$ cat config.mk
export PLATFORM = sky130hd
export DESIGN_NAME = id_stage_flat
export DESIGN_NICKNAME = d
export VERILOG_FILES = /design/src/rtl/id_stage_if.sv /design/src/rtl/id_stage.sv /design/src/flat_wrapper.sv
export SDC_FILE = /design/constraint.sdc
export NUM_CORES = 1
export LEC_CHECK = 0
export ABC_CLOCK_PERIOD_IN_PS = 14300
export CAP_MARGIN = 20
export CORE_MARGIN = 4
export CORE_UTILIZATION = 43
export DETAILED_ROUTE_END_ITERATION = 6
export GPL_TIMING_DRIVEN = 0
export HOLD_SLACK_MARGIN = 0.03
export PLACE_DENSITY_LB_ADDON = 0.08
export SLEW_MARGIN = 20
export SYNTH_ARGS = -nofsm -noshare
export SYNTH_HDL_FRONTEND = slang
export SYNTH_SLANG_ARGS = --single-unit
$ cat constraint.sdc
create_clock -name clk -period 14.3 [get_ports clk]
set_input_delay 2.86 -clock clk [delete_from_list [all_inputs] [get_ports clk]]
set_output_delay 2.86 -clock clk [all_outputs]
set_load 0.05 [all_outputs]
$ cat src/rtl/id_stage_if.sv
// Decode-stage bus: fetch inputs, register file read port, writeback
// bypass, EX hazard info and the ID/EX pipeline register outputs.
interface id_stage_if #(
   parameter int XLEN = 32
);
   logic            if_valid;
   logic [XLEN-1:0] if_instr;
   logic [XLEN-1:0] if_pc;
   logic            flush;
   logic            stall;
   logic [4:0]      rs1;
   logic [4:0]      rs2;
   logic [XLEN-1:0] rd1;
   logic [XLEN-1:0] rd2;
   logic            wb_we;
   logic [4:0]      wb_rd;
   logic [XLEN-1:0] wb_wd;
   logic            ex_mem_read;
   logic [4:0]      ex_rd;
   logic            id_valid;
   logic [XLEN-1:0] id_pc;
   logic [XLEN-1:0] id_rs1_val;
   logic [XLEN-1:0] id_rs2_val;
   logic [XLEN-1:0] id_imm;
   logic [4:0]      id_rd;
   logic [3:0]      id_alu_op;
   logic            id_alu_src;
   logic            id_mem_read;
   logic            id_mem_write;
   logic            id_reg_write;
   logic            id_branch;
   logic            id_illegal;

   // Environment side: fetch, register file, writeback and EX stage
   modport master (
      output if_valid, if_instr, if_pc, flush, rd1, rd2, wb_we, wb_rd, wb_wd,
             ex_mem_read, ex_rd,
      input  stall, rs1, rs2, id_valid, id_pc, id_rs1_val, id_rs2_val, id_imm,
             id_rd, id_alu_op, id_alu_src, id_mem_read, id_mem_write,
             id_reg_write, id_branch, id_illegal
   );

   // Decode stage side
   modport slave (
      input  if_valid, if_instr, if_pc, flush, rd1, rd2, wb_we, wb_rd, wb_wd,
             ex_mem_read, ex_rd,
      output stall, rs1, rs2, id_valid, id_pc, id_rs1_val, id_rs2_val, id_imm,
             id_rd, id_alu_op, id_alu_src, id_mem_read, id_mem_write,
             id_reg_write, id_branch, id_illegal
   );
endinterface

$ cat src/rtl/id_stage.sv
// RV32I decode stage: register file addressing, writeback bypass,
// immediate/control generation, load-use stall and the ID/EX register.
module id_stage #(
   parameter int XLEN = 32
) (
   input logic        clk,
   input logic        rst,
   id_stage_if.slave  bus
);
   localparam logic [6:0] OPC_OP     = 7'b0110011;
   localparam logic [6:0] OPC_OPIMM  = 7'b0010011;
   localparam logic [6:0] OPC_LOAD   = 7'b0000011;
   localparam logic [6:0] OPC_STORE  = 7'b0100011;
   localparam logic [6:0] OPC_BRANCH = 7'b1100011;
   localparam logic [6:0] OPC_LUI    = 7'b0110111;

   localparam logic [3:0] ALU_ADD = 4'd0,  ALU_SUB  = 4'd1, ALU_SLL = 4'd2;
   localparam logic [3:0] ALU_SLT = 4'd3,  ALU_SLTU = 4'd4, ALU_XOR = 4'd5;
   localparam logic [3:0] ALU_SRL = 4'd6,  ALU_SRA  = 4'd7, ALU_OR  = 4'd8;
   localparam logic [3:0] ALU_AND = 4'd9,  ALU_PASSB = 4'd10;

   // ALU operation from funct3; alt_sub picks SUB for 000, alt_sra picks SRA for 101
   function automatic logic [3:0] alu_from_f3(input logic [2:0] f3,
                                              input logic alt_sub,
                                              input logic alt_sra);
      logic [3:0] op;
      case (f3)
         3'b000:  op = alt_sub ? ALU_SUB : ALU_ADD;
         3'b001:  op = ALU_SLL;
         3'b010:  op = ALU_SLT;
         3'b011:  op = ALU_SLTU;
         3'b100:  op = ALU_XOR;
         3'b101:  op = alt_sra ? ALU_SRA : ALU_SRL;
         3'b110:  op = ALU_OR;
         3'b111:  op = ALU_AND;
         default: op = ALU_ADD;
      endcase
      return op;
   endfunction

   logic [31:0]     instr_s;
   logic [6:0]      opcode_s;
   logic [2:0]      funct3_s;
   logic [6:0]      funct7_s;
   logic [4:0]      rs1_s, rs2_s, rdf_s;
   logic [31:0]     imm_i_s, imm_st_s, imm_b_s, imm_u_s;
   logic            illegal_s, alu_src_s, mem_read_s, mem_write_s, reg_write_s, branch_s;
   logic            use_rs1_s, use_rs2_s, stall_s;
   logic [3:0]      alu_op_s;
   logic [31:0]     imm_s;
   logic [4:0]      rd_s;
   logic [XLEN-1:0] op1_s, op2_s;

   logic            valid_r, alu_src_r, mem_read_r, mem_write_r, reg_write_r, branch_r, illegal_r;
   logic [XLEN-1:0] pc_r, rs1_val_r, rs2_val_r, imm_r;
   logic [4:0]      rd_r;
   logic [3:0]      alu_op_r;

   assign instr_s  = bus.if_instr;
   assign opcode_s = instr_s[6:0];
   assign funct3_s = instr_s[14:12];
   assign funct7_s = instr_s[31:25];
   assign rs1_s    = instr_s[19:15];
   assign rs2_s    = instr_s[24:20];
   assign rdf_s    = instr_s[11:7];
   assign imm_i_s  = {{20{instr_s[31]}}, instr_s[31:20]};
   assign imm_st_s = {{20{instr_s[31]}}, instr_s[31:25], instr_s[11:7]};
   assign imm_b_s  = {{19{instr_s[31]}}, instr_s[31], instr_s[7], instr_s[30:25],
                      instr_s[11:8], 1'b0};
   assign imm_u_s  = {instr_s[31:12], 12'b0};

   assign bus.rs1 = rs1_s;
   assign bus.rs2 = rs2_s;

   // Instruction decode: legality, control, immediate and source usage
   always_comb begin
      illegal_s   = 1'b1;
      alu_op_s    = ALU_ADD;
      alu_src_s   = 1'b0;
      mem_read_s  = 1'b0;
      mem_write_s = 1'b0;
      reg_write_s = 1'b0;
      branch_s    = 1'b0;
      use_rs1_s   = 1'b0;
      use_rs2_s   = 1'b0;
      imm_s       = 32'd0;
      rd_s        = 5'd0;
      case (opcode_s)
         OPC_OP: begin
            if ((funct7_s == 7'b0000000) ||
                ((funct7_s == 7'b0100000) && ((funct3_s == 3'b000) || (funct3_s == 3'b101)))) begin
               illegal_s   = 1'b0;
               alu_op_s    = alu_from_f3(funct3_s, funct7_s[5], funct7_s[5]);
               reg_write_s = 1'b1;
               use_rs1_s   = 1'b1;
               use_rs2_s   = 1'b1;
               rd_s        = rdf_s;
            end else begin
               illegal_s = 1'b1;
            end
         end
         OPC_OPIMM: begin
            if (((funct3_s != 3'b001) && (funct3_s != 3'b101)) ||
                (funct7_s == 7'b0000000) ||
                ((funct3_s == 3'b101) && (funct7_s == 7'b0100000))) begin
               illegal_s   = 1'b0;
               alu_op_s    = alu_from_f3(funct3_s, 1'b0, funct7_s[5]);
               alu_src_s   = 1'b1;
               reg_write_s = 1'b1;
               use_rs1_s   = 1'b1;
               imm_s       = imm_i_s;
               rd_s        = rdf_s;
            end else begin
               illegal_s = 1'b1;
            end
         end
         OPC_LOAD: begin
            if (funct3_s == 3'b010) begin
               illegal_s   = 1'b0;
               alu_src_s   = 1'b1;
               mem_read_s  = 1'b1;
               reg_write_s = 1'b1;
               use_rs1_s   = 1'b1;
               imm_s       = imm_i_s;
               rd_s        = rdf_s;
            end else begin
               illegal_s = 1'b1;
            end
         end
         OPC_STORE: begin
            if (funct3_s == 3'b010) begin
               illegal_s   = 1'b0;
               alu_src_s   = 1'b1;
               mem_write_s = 1'b1;
               use_rs1_s   = 1'b1;
               use_rs2_s   = 1'b1;
               imm_s       = imm_st_s;
            end else begin
               illegal_s = 1'b1;
            end
         end
         OPC_BRANCH: begin
            if ((funct3_s == 3'b000) || (funct3_s == 3'b001)) begin
               illegal_s = 1'b0;
               alu_op_s  = ALU_SUB;
               branch_s  = 1'b1;
               use_rs1_s = 1'b1;
               use_rs2_s = 1'b1;
               imm_s     = imm_b_s;
            end else begin
               illegal_s = 1'b1;
            end
         end
         OPC_LUI: begin
            illegal_s   = 1'b0;
            alu_op_s    = ALU_PASSB;
            alu_src_s   = 1'b1;
            reg_write_s = 1'b1;
            imm_s       = imm_u_s;
            rd_s        = rdf_s;
         end
         default: illegal_s = 1'b1;
      endcase
   end

   // Operand select: x0 reads zero, a same-cycle writeback overrides the regfile
   always_comb begin
      op1_s = '0;
      op2_s = '0;
      if (rs1_s == 5'd0) begin
         op1_s = '0;
      end else if (bus.wb_we && (bus.wb_rd == rs1_s)) begin
         op1_s = bus.wb_wd;
      end else begin
         op1_s = bus.rd1;
      end
      if (rs2_s == 5'd0) begin
         op2_s = '0;
      end else if (bus.wb_we && (bus.wb_rd == rs2_s)) begin
         op2_s = bus.wb_wd;
      end else begin
         op2_s = bus.rd2;
      end
   end

   // Load-use hazard; a flush squashes the instruction so it never stalls
   assign stall_s = bus.if_valid && !bus.flush && bus.ex_mem_read && (bus.ex_rd != 5'd0) &&
                    ((use_rs1_s && (bus.ex_rd == rs1_s)) || (use_rs2_s && (bus.ex_rd == rs2_s)));
   assign bus.stall = stall_s;

   // ID/EX register: reset, then flush/stall/empty bubble, then illegal marker, then issue
   always_ff @(posedge clk or posedge rst) begin
      if (rst) begin
         valid_r <= 1'b0; pc_r <= '0; rs1_val_r <= '0; rs2_val_r <= '0; imm_r <= '0;
         rd_r <= 5'd0; alu_op_r <= 4'd0; alu_src_r <= 1'b0; mem_read_r <= 1'b0;
         mem_write_r <= 1'b0; reg_write_r <= 1'b0; branch_r <= 1'b0; illegal_r <= 1'b0;
      end else if (bus.flush || stall_s || !bus.if_valid) begin
         valid_r <= 1'b0; pc_r <= '0; rs1_val_r <= '0; rs2_val_r <= '0; imm_r <= '0;
         rd_r <= 5'd0; alu_op_r <= 4'd0; alu_src_r <= 1'b0; mem_read_r <= 1'b0;
         mem_write_r <= 1'b0; reg_write_r <= 1'b0; branch_r <= 1'b0; illegal_r <= 1'b0;
      end else if (illegal_s) begin
         valid_r <= 1'b1; pc_r <= bus.if_pc; rs1_val_r <= '0; rs2_val_r <= '0; imm_r <= '0;
         rd_r <= 5'd0; alu_op_r <= 4'd0; alu_src_r <= 1'b0; mem_read_r <= 1'b0;
         mem_write_r <= 1'b0; reg_write_r <= 1'b0; branch_r <= 1'b0; illegal_r <= 1'b1;
      end else begin
         valid_r <= 1'b1; pc_r <= bus.if_pc; rs1_val_r <= op1_s; rs2_val_r <= op2_s;
         imm_r <= imm_s; rd_r <= rd_s; alu_op_r <= alu_op_s; alu_src_r <= alu_src_s;
         mem_read_r <= mem_read_s; mem_write_r <= mem_write_s; reg_write_r <= reg_write_s;
         branch_r <= branch_s; illegal_r <= 1'b0;
      end
   end

   assign bus.id_valid     = valid_r;
   assign bus.id_pc        = pc_r;
   assign bus.id_rs1_val   = rs1_val_r;
   assign bus.id_rs2_val   = rs2_val_r;
   assign bus.id_imm       = imm_r;
   assign bus.id_rd        = rd_r;
   assign bus.id_alu_op    = alu_op_r;
   assign bus.id_alu_src   = alu_src_r;
   assign bus.id_mem_read  = mem_read_r;
   assign bus.id_mem_write = mem_write_r;
   assign bus.id_reg_write = reg_write_r;
   assign bus.id_branch    = branch_r;
   assign bus.id_illegal   = illegal_r;
endmodule

$ cat src/flat_wrapper.sv
// flat-port wrapper written by rule: the top's interface ports become plain ports
module id_stage_flat 
#(
   parameter int XLEN = 32
)
  (clk, rst, bus_if_valid, bus_if_instr, bus_if_pc, bus_flush, bus_rd1, bus_rd2, bus_wb_we, bus_wb_rd, bus_wb_wd, bus_ex_mem_read, bus_ex_rd, bus_stall, bus_rs1, bus_rs2, bus_id_valid, bus_id_pc, bus_id_rs1_val, bus_id_rs2_val, bus_id_imm, bus_id_rd, bus_id_alu_op, bus_id_alu_src, bus_id_mem_read, bus_id_mem_write, bus_id_reg_write, bus_id_branch, bus_id_illegal);
  id_stage_if #(.XLEN(XLEN)) bus_i ();
  input logic clk;
  input logic rst;
  input wire logic [$bits(bus_i.if_valid)-1:0] bus_if_valid;
  input wire logic [$bits(bus_i.if_instr)-1:0] bus_if_instr;
  input wire logic [$bits(bus_i.if_pc)-1:0] bus_if_pc;
  input wire logic [$bits(bus_i.flush)-1:0] bus_flush;
  input wire logic [$bits(bus_i.rd1)-1:0] bus_rd1;
  input wire logic [$bits(bus_i.rd2)-1:0] bus_rd2;
  input wire logic [$bits(bus_i.wb_we)-1:0] bus_wb_we;
  input wire logic [$bits(bus_i.wb_rd)-1:0] bus_wb_rd;
  input wire logic [$bits(bus_i.wb_wd)-1:0] bus_wb_wd;
  input wire logic [$bits(bus_i.ex_mem_read)-1:0] bus_ex_mem_read;
  input wire logic [$bits(bus_i.ex_rd)-1:0] bus_ex_rd;
  output wire logic [$bits(bus_i.stall)-1:0] bus_stall;
  output wire logic [$bits(bus_i.rs1)-1:0] bus_rs1;
  output wire logic [$bits(bus_i.rs2)-1:0] bus_rs2;
  output wire logic [$bits(bus_i.id_valid)-1:0] bus_id_valid;
  output wire logic [$bits(bus_i.id_pc)-1:0] bus_id_pc;
  output wire logic [$bits(bus_i.id_rs1_val)-1:0] bus_id_rs1_val;
  output wire logic [$bits(bus_i.id_rs2_val)-1:0] bus_id_rs2_val;
  output wire logic [$bits(bus_i.id_imm)-1:0] bus_id_imm;
  output wire logic [$bits(bus_i.id_rd)-1:0] bus_id_rd;
  output wire logic [$bits(bus_i.id_alu_op)-1:0] bus_id_alu_op;
  output wire logic [$bits(bus_i.id_alu_src)-1:0] bus_id_alu_src;
  output wire logic [$bits(bus_i.id_mem_read)-1:0] bus_id_mem_read;
  output wire logic [$bits(bus_i.id_mem_write)-1:0] bus_id_mem_write;
  output wire logic [$bits(bus_i.id_reg_write)-1:0] bus_id_reg_write;
  output wire logic [$bits(bus_i.id_branch)-1:0] bus_id_branch;
  output wire logic [$bits(bus_i.id_illegal)-1:0] bus_id_illegal;
  assign bus_i.if_valid = bus_if_valid;
  assign bus_i.if_instr = bus_if_instr;
  assign bus_i.if_pc = bus_if_pc;
  assign bus_i.flush = bus_flush;
  assign bus_i.rd1 = bus_rd1;
  assign bus_i.rd2 = bus_rd2;
  assign bus_i.wb_we = bus_wb_we;
  assign bus_i.wb_rd = bus_wb_rd;
  assign bus_i.wb_wd = bus_wb_wd;
  assign bus_i.ex_mem_read = bus_ex_mem_read;
  assign bus_i.ex_rd = bus_ex_rd;
  assign bus_stall = bus_i.stall;
  assign bus_rs1 = bus_i.rs1;
  assign bus_rs2 = bus_i.rs2;
  assign bus_id_valid = bus_i.id_valid;
  assign bus_id_pc = bus_i.id_pc;
  assign bus_id_rs1_val = bus_i.id_rs1_val;
  assign bus_id_rs2_val = bus_i.id_rs2_val;
  assign bus_id_imm = bus_i.id_imm;
  assign bus_id_rd = bus_i.id_rd;
  assign bus_id_alu_op = bus_i.id_alu_op;
  assign bus_id_alu_src = bus_i.id_alu_src;
  assign bus_id_mem_read = bus_i.id_mem_read;
  assign bus_id_mem_write = bus_i.id_mem_write;
  assign bus_id_reg_write = bus_i.id_reg_write;
  assign bus_id_branch = bus_i.id_branch;
  assign bus_id_illegal = bus_i.id_illegal;
  id_stage #(.XLEN(XLEN)) u_core (.clk(clk), .rst(rst), .bus(bus_i));
endmodule
# Word level (Yosys, flattened, before mapping)
# Index checks and enable logic that the tools add are counted.
[op_classes]
n_eq_ne = 20
muxes = 61
n_reduce_logical = 27
[ops]
columns = ["cell", "n"]
rows = [
  ["2-to-1 mux 32 bit", 15],
  ["case mux 32 bit (5 select lines)", 1],
  ["case mux 4 bit (8 select lines)", 2],
  ["== test 7 x 6 -> 1 bit (second input constant)", 4],
  ["2-to-1 mux 1 bit", 27],
  ["2-to-1 mux 5 bit", 5],
  ["== test 5 bit", 4],
  ["case mux 5 bit (4 select lines)", 1],
  ["2-to-1 mux 4 bit", 4],
  ["case mux 4 bit (4 select lines)", 1],
  ["== test 3 bit (second input constant)", 4],
  ["logical AND 1 bit", 11],
  ["logical NOT 5 bit", 2],
  ["logical OR 1 bit", 8],
  ["case mux 1 bit (4 select lines)", 2],
  ["== test 7 x 2 -> 1 bit (second input constant)", 1],
  ["== test 7 x 5 -> 1 bit (second input constant)", 1],
  ["== test 7 bit (second input constant)", 1],
  ["logical NOT 7 bit", 1],
  ["== test 3 x 2 -> 1 bit (second input constant)", 2],
  ["case mux 1 bit (3 select lines)", 2],
  ["case mux 1 bit (5 select lines)", 1],
  ["nonzero test 5 bit", 1],
  ["== test 3 x 1 -> 1 bit (second input constant)", 1],
  ["5 further kinds", 6],
]
[totals]
register_bits = 144
input_bits = 176
out_inout_bits = 155
word_cells = 121

# Longest topological paths before layout
# Gate-level depths: netlist of run 1.
[logic_depth]
depth_word = 12
mapped_depth = 10
depth_no_buf = 7

# Least setup slack after synthesis of run 1
# No wires, ideal clock.
[synth_path]
kind = "input to output"
startpoint = "input port bus_if_instr[3]"
endpoint = "output port bus_stall"
t_arrival_ps = 4805
required_time_ps = 11440
setup_slack_ps = 6635
stages = 7
n_path_buf = 1
cell_sequence = "nor4bb_1 -> o211ai_1 -> or4_1 -> o31a_1 -> or4_4 -> inv_2 -> buf_2"
[synth_between]
elab_chain_cells = 6
word_cells_on_any_way = 12
classes_between = "5 x eq/ne; 2 x mux; 5 x reduce/logical"
[synth_lines]
columns = ["item", "line_no", "source"]
rows = [
  ["start, declared", "flat_wrapper.sv:11", "input wire logic [$bits(bus_i.if_instr)-1:0] bus_if_instr;"],
  ["== test 7 x 2 -> 1 bit or == test 7 x 6 -> 1 bit (tied branches)", "id_stage.sv:88", "case (opcode_s)"],
  ["OR reduction 2 bit (no source line)", "--", ""],
  ["case mux 1 bit (4 select lines)", "id_stage.sv:88", ""],
  ["logical AND 1 bit", "id_stage.sv:188", "((use_rs1_s && (bus.ex_rd == rs1_s)) || (use_rs2_s && (bus.ex_rd == rs2_s)));"],
  ["logical OR 1 bit (*)", "id_stage.sv:188", ""],
  ["logical AND 1 bit (*)", "id_stage.sv:187", "assign stall_s = bus.if_valid && !bus.flush && bus.ex_mem_read && (bus.ex_rd != 5'd0) &&"],
  ["end, declared", "flat_wrapper.sv:21", "output wire logic [$bits(bus_i.stall)-1:0] bus_stall;"],
]
# Every way passes the cells marked *; elsewhere a longest branch is shown, timed or not.

# Worst setup path in the final report of run 1
[layout_path]
startpoint = "input port bus_if_instr[2]"
endpoint = "output port bus_stall"
# Same word-level chain as after synthesis.

==> results of run 1 <==
## worst max-delay path: cells and delay by family
kind	cells	cell delay (ps)
buf+inv	4	1690
compound gates	2	410
simple gates	3	1570
## through the flow
| step | total power, mW | cells |
|---|---|---|
| floorplan | 0.481 | 559 |
| global placement | 0.557 | 1071 |
| detailed placement | 0.561 | 1072 |
| CTS | 1.02 | 1104 |
| global route | 1.05 | 1104 |
| finish | 1.02 | 1105 |
## kinds of logic (layout without fill, tap and decap cells)
kind of cell | count (synthesis) | after routing | synth area share
flops | 144 | 144 | 0.569
buf+inv | 62 | 423 | 0.0490
compound gates | 53 | 53 | 0.0561
other cells | 0 | 1 | 0
xor+xnor | 21 | 21 | 0.0291
mux | 65 | 65 | 0.103
simple gates | 214 | 214 | 0.194
## state kept, by name (all words and copies together), names as in the netlist, 4 cells and up
signal / flops
u_core.bus.id_rs1_val: 32
u_core.bus.id_rd: 5
u_core.bus.id_pc: 32
u_core.bus.id_imm: 32
u_core.bus.id_alu_op: 4
u_core.bus.id_rs2_val: 32
## area by class of cell
type / count / share of cell area
Tap cell: 184 / 0.0219
Multi-Input combinational cell: 353 / 0.230
Inverter: 3 / 0.00179
Sequential cell: 144 / 0.343
Clock inverter: 8 / 0.0119
Antenna cell: 1 / 0.000238
Timing Repair Buffer: 329 / 0.315
Buffer: 59 / 0.0285
Clock buffer: 24 / 0.0477
## cell usage after synthesis, drive strengths merged (2+ instances only)
cell,number
and4,6
a2111oi,3
nor2,29
buf,24
xor2,10
o211ai,2
and3,39
nor2b,6
a211oi,10
and2,3
clkbuf,35
nand2b,6
a31oi,2
a21oi,15
inv,3
or4,5
and3b,2
a22oi,6
nand3,6
mux2i,65
dfrtp,144
nand2,27
nor4,53
o21ai,6
nor3,24
xnor2,11
nor3b,3
## power groups by stage
stage               clock (mW)  combinational [mW]  sequential [mW]
floorplan                    0              0.0431            0.438
global placement             0               0.136            0.421
detailed placement           0               0.140            0.421
CTS                      0.468               0.141            0.414
global route             0.488               0.149            0.414
finish                   0.465               0.140            0.414
## metal layers
layer  share of wire  vias up  global-route usage
met1            0.37     2820               0.303
met2            0.50      321               0.455
met5               0        -                   0
met4           0.038        0               0.129
met3           0.092       55              0.0894
li1                -     2715                   -
## worst paths after layout
check,startpoint,endpoint,slack (ps),depth (start not counted)
hold / removal,rst,u_core.bus.id_pc[9]$_DFF_PP0_,2880,2
setup / recovery,bus_if_instr[2],bus_stall,4900,9
max in group asynchronous,rst,u_core.bus.id_alu_op[0]$_DFF_PP0_,10680,3
min in group clk,bus_if_instr[6],u_core.bus.id_mem_write$_DFF_PP0_,2910,4
==> flow_summary_export.csv, run 1 <==
group,metric,value,unit
clock_tree,cts_max_path_buffers,2,
layout,nets,1083,
die,rows,44,
synthesis,ys_warn_count,0,
run_status,run_status,"finished, final reports clean",
timing,worst_pin_slew,1000,ps
flow_run,drv_cap,0,
layout,stdcell_area,10500,sq um
setup_path,crit_fanout,10,
layout,final_util,0.726,
synthesis,async_reset_ff_frac,1.00,
die,die_w,129,um
global_route,grt_use_total,0.268,
route,ant_nets,0,
timing,setup_viol,0,
layout,regArea,3600,sq um
global_route,overflow,0,
layout,drive_gt1_frac,0.0685,
die,die_area,16700,sq um
setup_path,crit_top_cell,"clkdlybuf4s50_1",
setup_path,criticalPathCategory,"input port to output port",
clock_tree,clock-sinks,144,
layout,final_common_cell,"clkdlybuf4s50_1",
synthesis,avgSynthCellArea,11.3,sq um
synthesis,synth_top_area_cell,"dfrtp_1",
synthesis,netlist-cell-type-count,48,
power_and_ir_drop,p_clk_frac,0.457,
global_route,grt_pass1_wl,33600,um
die,ios,331,
setup_path,end_kind,"output port",
clock_tree,cts_setup_buffers,0,
timing,timing.setup.tns,0,ps
route,wl,22600,um
die,initial_utilization,0.437,
route,first_pass_iters,5,
timing,finalCriticalPeriod,9400,ps
synthesis,synth_area,6330,sq um
clock_tree,root_buffer,"clkbuf_16",
setup_path,slowest_delay,830,ps
synthesis,yosys-top-cells-area,"dfrtp_1, mux2i_1, nor4_1, and3_1, clkbuf_1",
timing,rsz0062_at_grt,"false",
timing,fmax,0.106,GHz
power_and_ir_drop,p_seq_frac,0.406,
timing,finalHoldViolCount,0,
clock_tree,cts_tree,"built",
clock_tree,hold_buffers,0,
layout,layout_common_cells,"clkdlybuf4s50_1, dfrtp_1, mux2i_1",
place,finalWeightedCongestion,0.896,
clock_tree,clkTransAtPathRegs,60,ps
timing,final.period_utilization,0.657,
clock_tree,htreeDepth,4,
synthesis,synthFlopType,"dfrtp_1",
global_route,grt_pass1_vias,6126,
power_and_ir_drop,switching_share,0.234,
place,placed_area,9880,sq um
layout,fill_cells,1048,
layout,multi_input_area,2420,sq um
global_route,antenna_found_initial,0,
power_and_ir_drop,switchingPower,0.239,mW
power_and_ir_drop,p_leak,4.38,nW
synthesis,synth_edf_count,0,
setup_path,cp.arrival,6540,ps
route,avgRoutedWirePerCell,20.4,um
place,dpl.hpwl,17600,um
global_route,grt_max_degree,77,
timing,final_max_slew_viol_count,0,
synthesis,ys_ff_latch,144,
power_and_ir_drop,power_density,96.9,nW/um^2
clock_tree,cts_buffers,17,
synthesis,synthCells,559,
place,io_buffers,328,
setup_path,start_kind,"input port",
setup_path,crit_chain,"clkdlybuf4s50_1 -> nor4bb_1 -> o211ai_1 -> or4_1 -> o31a_1 -> or4_4 -> inv_2 -> buf_2 -> clkdlybuf4s50_1",
route,via_count,5911,
timing,relSlewSlack,0.327,
hold_path,hp-class,"input port to async pin",
power_and_ir_drop,combPwrFrac,0.137,
power_and_ir_drop,ir_drop,0.0649,mV
setup_path,slowest_stage,"clkdlybuf4s50_1",
synthesis,synth-seq-area-share,0.569,
layout,synthToLayoutAreaGrowth,66.0,%
route,drt_iter0_drc,289,
synthesis,synth_top_area_share,0.569,
place,place_ws,5000,ps
timing,holdWs,2880,ps
clock_tree,cts_resized,0,
route,routed_via_density,5.35,
route,drcViolationCount,0,
die,die_y,129,um
synthesis,synth_fp_nets,735,
setup_path,crit_required,11440,ps
die,core,14500,sq um
timing,layout_setup_ws,4900,ps
power_and_ir_drop,p_int,0.780,mW
No activity file was read; power rests on OpenSTA's default activity.
==> run 2, diff against run 1 <==
--- a/config.mk
+++ b/config.mk
@@ -5,10 +5,10 @@
 export SDC_FILE = /design/constraint.sdc
 export NUM_CORES = 1
 export LEC_CHECK = 0
-export ABC_CLOCK_PERIOD_IN_PS = 14300
+export ABC_CLOCK_PERIOD_IN_PS = 9400
 export CAP_MARGIN = 20
 export CORE_MARGIN = 4
-export CORE_UTILIZATION = 43
+export CORE_UTILIZATION = 40
 export DETAILED_ROUTE_END_ITERATION = 6
 export GPL_TIMING_DRIVEN = 0
 export HOLD_SLACK_MARGIN = 0.03
==> constraint.sdc (replaced) <==
create_clock -name clk -period 9.4 [get_ports clk]
set_input_delay 1.88 -clock clk [delete_from_list [all_inputs] [get_ports clk]]
set_output_delay 1.88 -clock clk [all_outputs]
set_load 0.05 [all_outputs]
==> run 2 against run 1 <==
- count of clock-buffer cells in the layout shrank 5
- largest power group unchanged
- combinational power rose by 51%
- critical path depth did not move
==> flow_summary_export.csv, run 2 (synthesis gave the netlist of run 1 again) <==
group,metric,value,unit
layout,drive_gt1_frac,0.0696,
setup_path,slowest_delay,840,ps
die,die_w,134,um
power_and_ir_drop,p_int,1.15,mW
die,ios,331,
route,via_count,5830,
route,drcViolationCount,0,
global_route,overflow,0,
setup_path,cp-startpoint,"bus_if_instr[2]",
setup_path,crit_required,7520,ps
place,place_ws,2060,ps
die,die_y,134,um
setup_path,slowest_stage,"clkdlybuf4s50_1",
global_route,antenna_found_initial,1,
setup_path,cp.arrival,5520,ps
layout,final_common_cell,"clkdlybuf4s50_1",
place,placed_area,9910,sq um
die,rows,45,
hold_path,hp-class,"input port to async pin",
clock_tree,cts_setup_buffers,0,
global_route,grt_pass1_vias,6259,
timing,finalCriticalPeriod,7400,ps
place,placed_cells,1099,
global_route,grt_max_degree,87,
layout,stdcell_count,1132,
route,first_pass_iters,5,
setup_path,crit_fanout,10,
timing,layout_setup_ws,2000,ps
route,avgRoutedWirePerCell,20.2,um
clock_tree,clkTransAtPathRegs,60,ps
power_and_ir_drop,power,1.52,mW
layout,layout_common_cells,"clkdlybuf4s50_1, dfrtp_1, mux2i_1",
power_and_ir_drop,power_density,144,nW/um^2
clock_tree,clock-sinks,144,
setup_path,end_kind,"output port",
clock_tree,root_buffer,"clkbuf_16",
clock_tree,cts_buffers,17,
power_and_ir_drop,combPwrFrac,0.140,
power_and_ir_drop,switching_share,0.239,
layout,nets,1084,
timing,finalHoldViolCount,0,
run_status,run_status,"finished, final reports clean",
clock_tree,hold_buffers,0,
clock_tree,htreeDepth,4,
setup_path,crit_top_cell,"clkdlybuf4s50_1",
timing,relSlewSlack,0.400,
timing,rsz0062_at_grt,"false",
clock_tree,cts_max_path_buffers,2,
layout,stdcell_area,10500,sq um
global_route,grt_use_total,0.255,
place,io_buffers,328,
setup_path,crit_chain,"clkdlybuf4s50_1 -> nor4bb_1 -> o211ai_1 -> or4_1 -> o31a_1 -> or4_4 -> inv_2 -> buf_2 -> clkdlybuf4s50_1",
power_and_ir_drop,switchingPower,0.363,mW
route,wl_met2,11600,um
global_route,grt_pass1_wl,34900,um
power_and_ir_drop,p_seq_frac,0.415,
clock_tree,cts_tree,"built",
place,finalWeightedCongestion,0.877,
route,routed_via_density,5.15,
flow_run,drv_cap,0,
setup_path,endpoint,"bus_stall",
die,initial_utilization,0.412,
timing,setup_viol,0,
power_and_ir_drop,p_leak,4.37,nW
setup_path,criticalPathCategory,"input port to output port",
route,dr_wl_met3,2070,um
place,dpl.hpwl,17900,um
power_and_ir_drop,p_clk_frac,0.444,
timing,final.period_utilization,0.788,
timing,final_max_slew_viol_count,0,
route,ant_nets,0,
timing,worst_pin_slew,900,ps
power_and_ir_drop,ir_drop,0.114,mV
die,core,15400,sq um
clock_tree,cts_resized,0,
route,drt_iter0_drc,309,
layout,synthToLayoutAreaGrowth,66.0,%
route,m1WireLength,8410,um
timing,fmax,0.135,GHz
timing,timing.setup.tns,0,ps
route,top_layer,"met4",
setup_path,start_kind,"input port",
route,wl,22900,um
die,die_area,17900,sq um
-- run 2: cell count changes in the layout (fill, tap and decap cells not counted), sizes merged --
cell	delta
clkinvlp	-1
inv	-1
buf	+1
clkbuf	-5
clkinv	+6
-- run 2: critical path: cells and delay by family --
| family | cells | cell delay [ps] |
|---|---|---|
| compound gates | 2 | 400 |
| buf+inv | 4 | 1700 |
| simple gates | 3 | 1540 |
-- run 2: how the worst min path moves through the flow --
stage                           startpoint                              end  depth (start not counted)  slack [ps]
after floorplan           bus_if_instr[30]  u_core.bus.id_imm[10]$_DFF_PP0_                          2        1990
after global placement    bus_if_instr[12]  u_core.bus.id_imm[12]$_DFF_PP0_                          3        2330
after detailed placement               rst   u_core.bus.id_pc[24]$_DFF_PP0_                          2        2340
after CTS                              rst   u_core.bus.id_pc[23]$_DFF_PP0_                          2        1900
after global routing                   rst   u_core.bus.id_pc[23]$_DFF_PP0_                          2        1920
final                                  rst   u_core.bus.id_pc[24]$_DFF_PP0_                          2        1880
-- run 2: cell type report --
cell class / count / area (sq um)
Antenna cell: 1 / 2.50
Fill cell: 1179 / 4860
Timing Repair Buffer: 330 / 3320
Multi-Input combinational cell: 353 / 2420
Tap cell: 211 / 264
Sequential cell: 144 / 3600
Buffer: 59 / 299
Clock inverter: 12 / 143
Clock buffer: 19 / 443
Inverter: 3 / 18.8
-- run 2: power groups by stage --
stage	clock network (mW)	logic (mW)	registers (mW)
3_3_place_gp	0	0.207	0.640
6_report	0.674	0.212	0.629
2_1_floorplan	0	0.0656	0.666
4_1_cts	0.681	0.214	0.629
3_5_place_dp	0	0.213	0.640
5_1_grt	0.710	0.227	0.630
-- run 2: stage by stage --
step                      hold slack [ps]  utilization
after floorplan                      1990            -
after global placement               2330        0.643
after global routing                 1920        0.684
after CTS                            1900        0.683
after detailed placement             2340        0.645
final                                1880        0.684
-- run 2: metal layers --
layer  track usage  up-vias
met2         0.448      280
met3        0.0923       47
met4         0.106        0
li1              -     2715
met5             0        -
met1         0.279     2788
==> run 3, diff against run 2 <==
--- a/config.mk
+++ b/config.mk
@@ -5,10 +5,10 @@
 export SDC_FILE = /design/constraint.sdc
 export NUM_CORES = 1
 export LEC_CHECK = 0
-export ABC_CLOCK_PERIOD_IN_PS = 9400
+export ABC_CLOCK_PERIOD_IN_PS = 6300
 export CAP_MARGIN = 20
 export CORE_MARGIN = 4
-export CORE_UTILIZATION = 40
+export CORE_UTILIZATION = 36
 export DETAILED_ROUTE_END_ITERATION = 6
 export GPL_TIMING_DRIVEN = 0
 export HOLD_SLACK_MARGIN = 0.03
==> constraint.sdc (replaced) <==
create_clock -name clk -period 6.3 [get_ports clk]
set_input_delay 1.26 -clock clk [delete_from_list [all_inputs] [get_ports clk]]
set_output_delay 1.26 -clock clk [all_outputs]
set_load 0.05 [all_outputs]
==> run 3 against run 2 <==
- die area is 10% higher
- highest routed layer unchanged
- critical path type unchanged
- largest power group unchanged
- setup slack worse by 1700 ps
- count of clock-buffer cells in the layout is 1 higher
==> flow_summary_export.csv, run 3 (synthesis gave the netlist of run 1 again) <==
group,metric,value,unit
setup_path,slowest_stage,"clkdlybuf4s50_1",
global_route,antenna_found_initial,2,
layout,drive_gt1_frac,0.0675,
clock_tree,clkTransAtPathRegs,60,ps
setup_path,slowest_delay,840,ps
place,place_ws,25.0,ps
place,finalWeightedCongestion,0.918,
timing,layout_setup_ws,286,ps
setup_path,criticalPathCategory,"input port to output port",
layout,nets,1084,
die,die_area,19800,sq um
timing,timing.setup.tns,0,ps
route,ant_nets,0,
global_route,grt_use_total,0.231,
place,dpl.hpwl,18000,um
setup_path,crit_top_cell,"clkdlybuf4s50_1",
layout,final_util,0.611,
route,avgRoutedWirePerCell,19.9,um
setup_path,cp_top_family,"buffers and inverters",
die,initial_utilization,0.367,
die,rows,48,
layout,fill_cells,1389,
place,io_buffers,328,
timing,final_max_slew_viol_count,0,
die,die_w,141,um
clock_tree,clock-sinks,144,
layout,final_common_cell,"clkdlybuf4s50_1",
route,routed_via_density,5.05,
timing,holdWs,1280,ps
timing,setup_viol,0,
clock_tree,cts_tree,"built",
route,first_pass_iters,4,
clock_tree,root_buffer,"clkbuf_16",
setup_path,crit_required,5040,ps
setup_path,crit_chain,"clkdlybuf4s50_1 -> nor4bb_2 -> o211ai_1 -> or4_1 -> o31a_1 -> or4_4 -> inv_2 -> buf_2 -> clkdlybuf4s50_1",
route,wl,22800,um
die,core,17200,sq um
setup_path,start_kind,"input port",
power_and_ir_drop,ir_drop,0.176,mV
timing,finalHoldViolCount,0,
timing,worst_pin_slew,907,ps
timing,relSlewSlack,0.396,
timing,rsz0062_at_grt,"false",
global_route,overflow,0,
timing,finalCriticalPeriod,6010,ps
timing,fmax,0.166,GHz
route,drt_iter0_drc,322,
layout,synthToLayoutAreaGrowth,66.3,%
global_route,grt_pass1_wl,34800,um
clock_tree,hold_buffers,0,
layout,layout_common_cells,"clkdlybuf4s50_1, dfrtp_1, mux2i_1",
setup_path,cp.arrival,4750,ps
clock_tree,htreeDepth,4,
clock_tree,cts_max_path_buffers,2,
setup_path,crit_fanout,10,
global_route,grt_max_degree,76,
route,via_count,5782,
global_route,grt_pass1_vias,6232,
setup_path,critPathBufInv,4,
setup_path,end_kind,"output port",
clock_tree,cts_buffers,17,
run_status,run_status,"finished, final reports clean",
route,drcViolationCount,0,
die,die_y,141,um
power_and_ir_drop,power_density,215,nW/um^2
hold_path,hp-class,"input port to async pin",
power_and_ir_drop,p_leak,4.35,nW
die,ios,331,
timing,final.period_utilization,0.955,
flow_run,drv_cap,0,
-- run 3: cell count changes in the layout (fill, tap and decap cells not counted) --
| cell | before | now |
|---|---|---|
| diode_2 | 1 | 2 |
| clkinvlp_4 | 0 | 3 |
| nor4bb_2 | 0 | 1 |
| clkbuf_8 | 1 | 0 |
| nor4bb_1 | 1 | 0 |
| clkinv_2 | 7 | 2 |
| clkbuf_1 | 35 | 37 |
-- run 3: what timing repair did --
item,in CTS,in global routing
setup buffers,0,0
endpoints found under the setup margin,0,1
resized for setup,0,1
-- run 3: metal layers --
layer / routed length [um] / share of wire / global-route usage
met1: 8240 / 0.36 / 0.255
met2: 11300 / 0.50 / 0.391
met3: 2480 / 0.11 / 0.0940
met4: 725 / 0.032 / 0.101
met5: 0 / 0 / 0
-- run 3: stage by stage --
stage               total power, mW  cells  area (sq um)
CTS                            2.28   1144         10500
finish                         2.26   1146         10500
floorplan                      1.09    559          6330
global route                   2.34   1146         10500
detailed placement             1.27   1114          9940
global placement               1.27   1112          9890
-- run 3: report_power, final --
group	internal [mW]	switching (mW)	total (mW)	leakage (nW)
Clock	0.617	0.388	1.01	0.272
Sequential	0.936	0.00286	0.938	1.99
Combinational	0.158	0.158	0.316	2.08
-- run 3: cell type report --
class	instances	area, sq um	share of cell area
antenna	2	5.00	0.000476
buffer	59	299	0.0284
clock buffer	20	437	0.0415
clock inverter	10	140	0.0133
inverter	3	18.8	0.00178
multi-input combinational	353	2420	0.230
sequential	144	3600	0.342
tap	225	282	0.0267
timing repair buffer	330	3320	0.315
-- run 3: worst paths after layout --
path | start | endpoint | slack (ps) | cells past startpoint
setup / recovery | bus_if_instr[2] | bus_stall | 290 | 9
hold / removal | rst | u_core.bus.id_rs2_val[21]$_DFF_PP0_ | 1280 | 2
max in group asynchronous | rst | u_core.bus.id_imm[14]$_DFF_PP0_ | 4310 | 3
min in group clk | bus_if_instr[12] | u_core.bus.id_imm[12]$_DFF_PP0_ | 1280 | 3
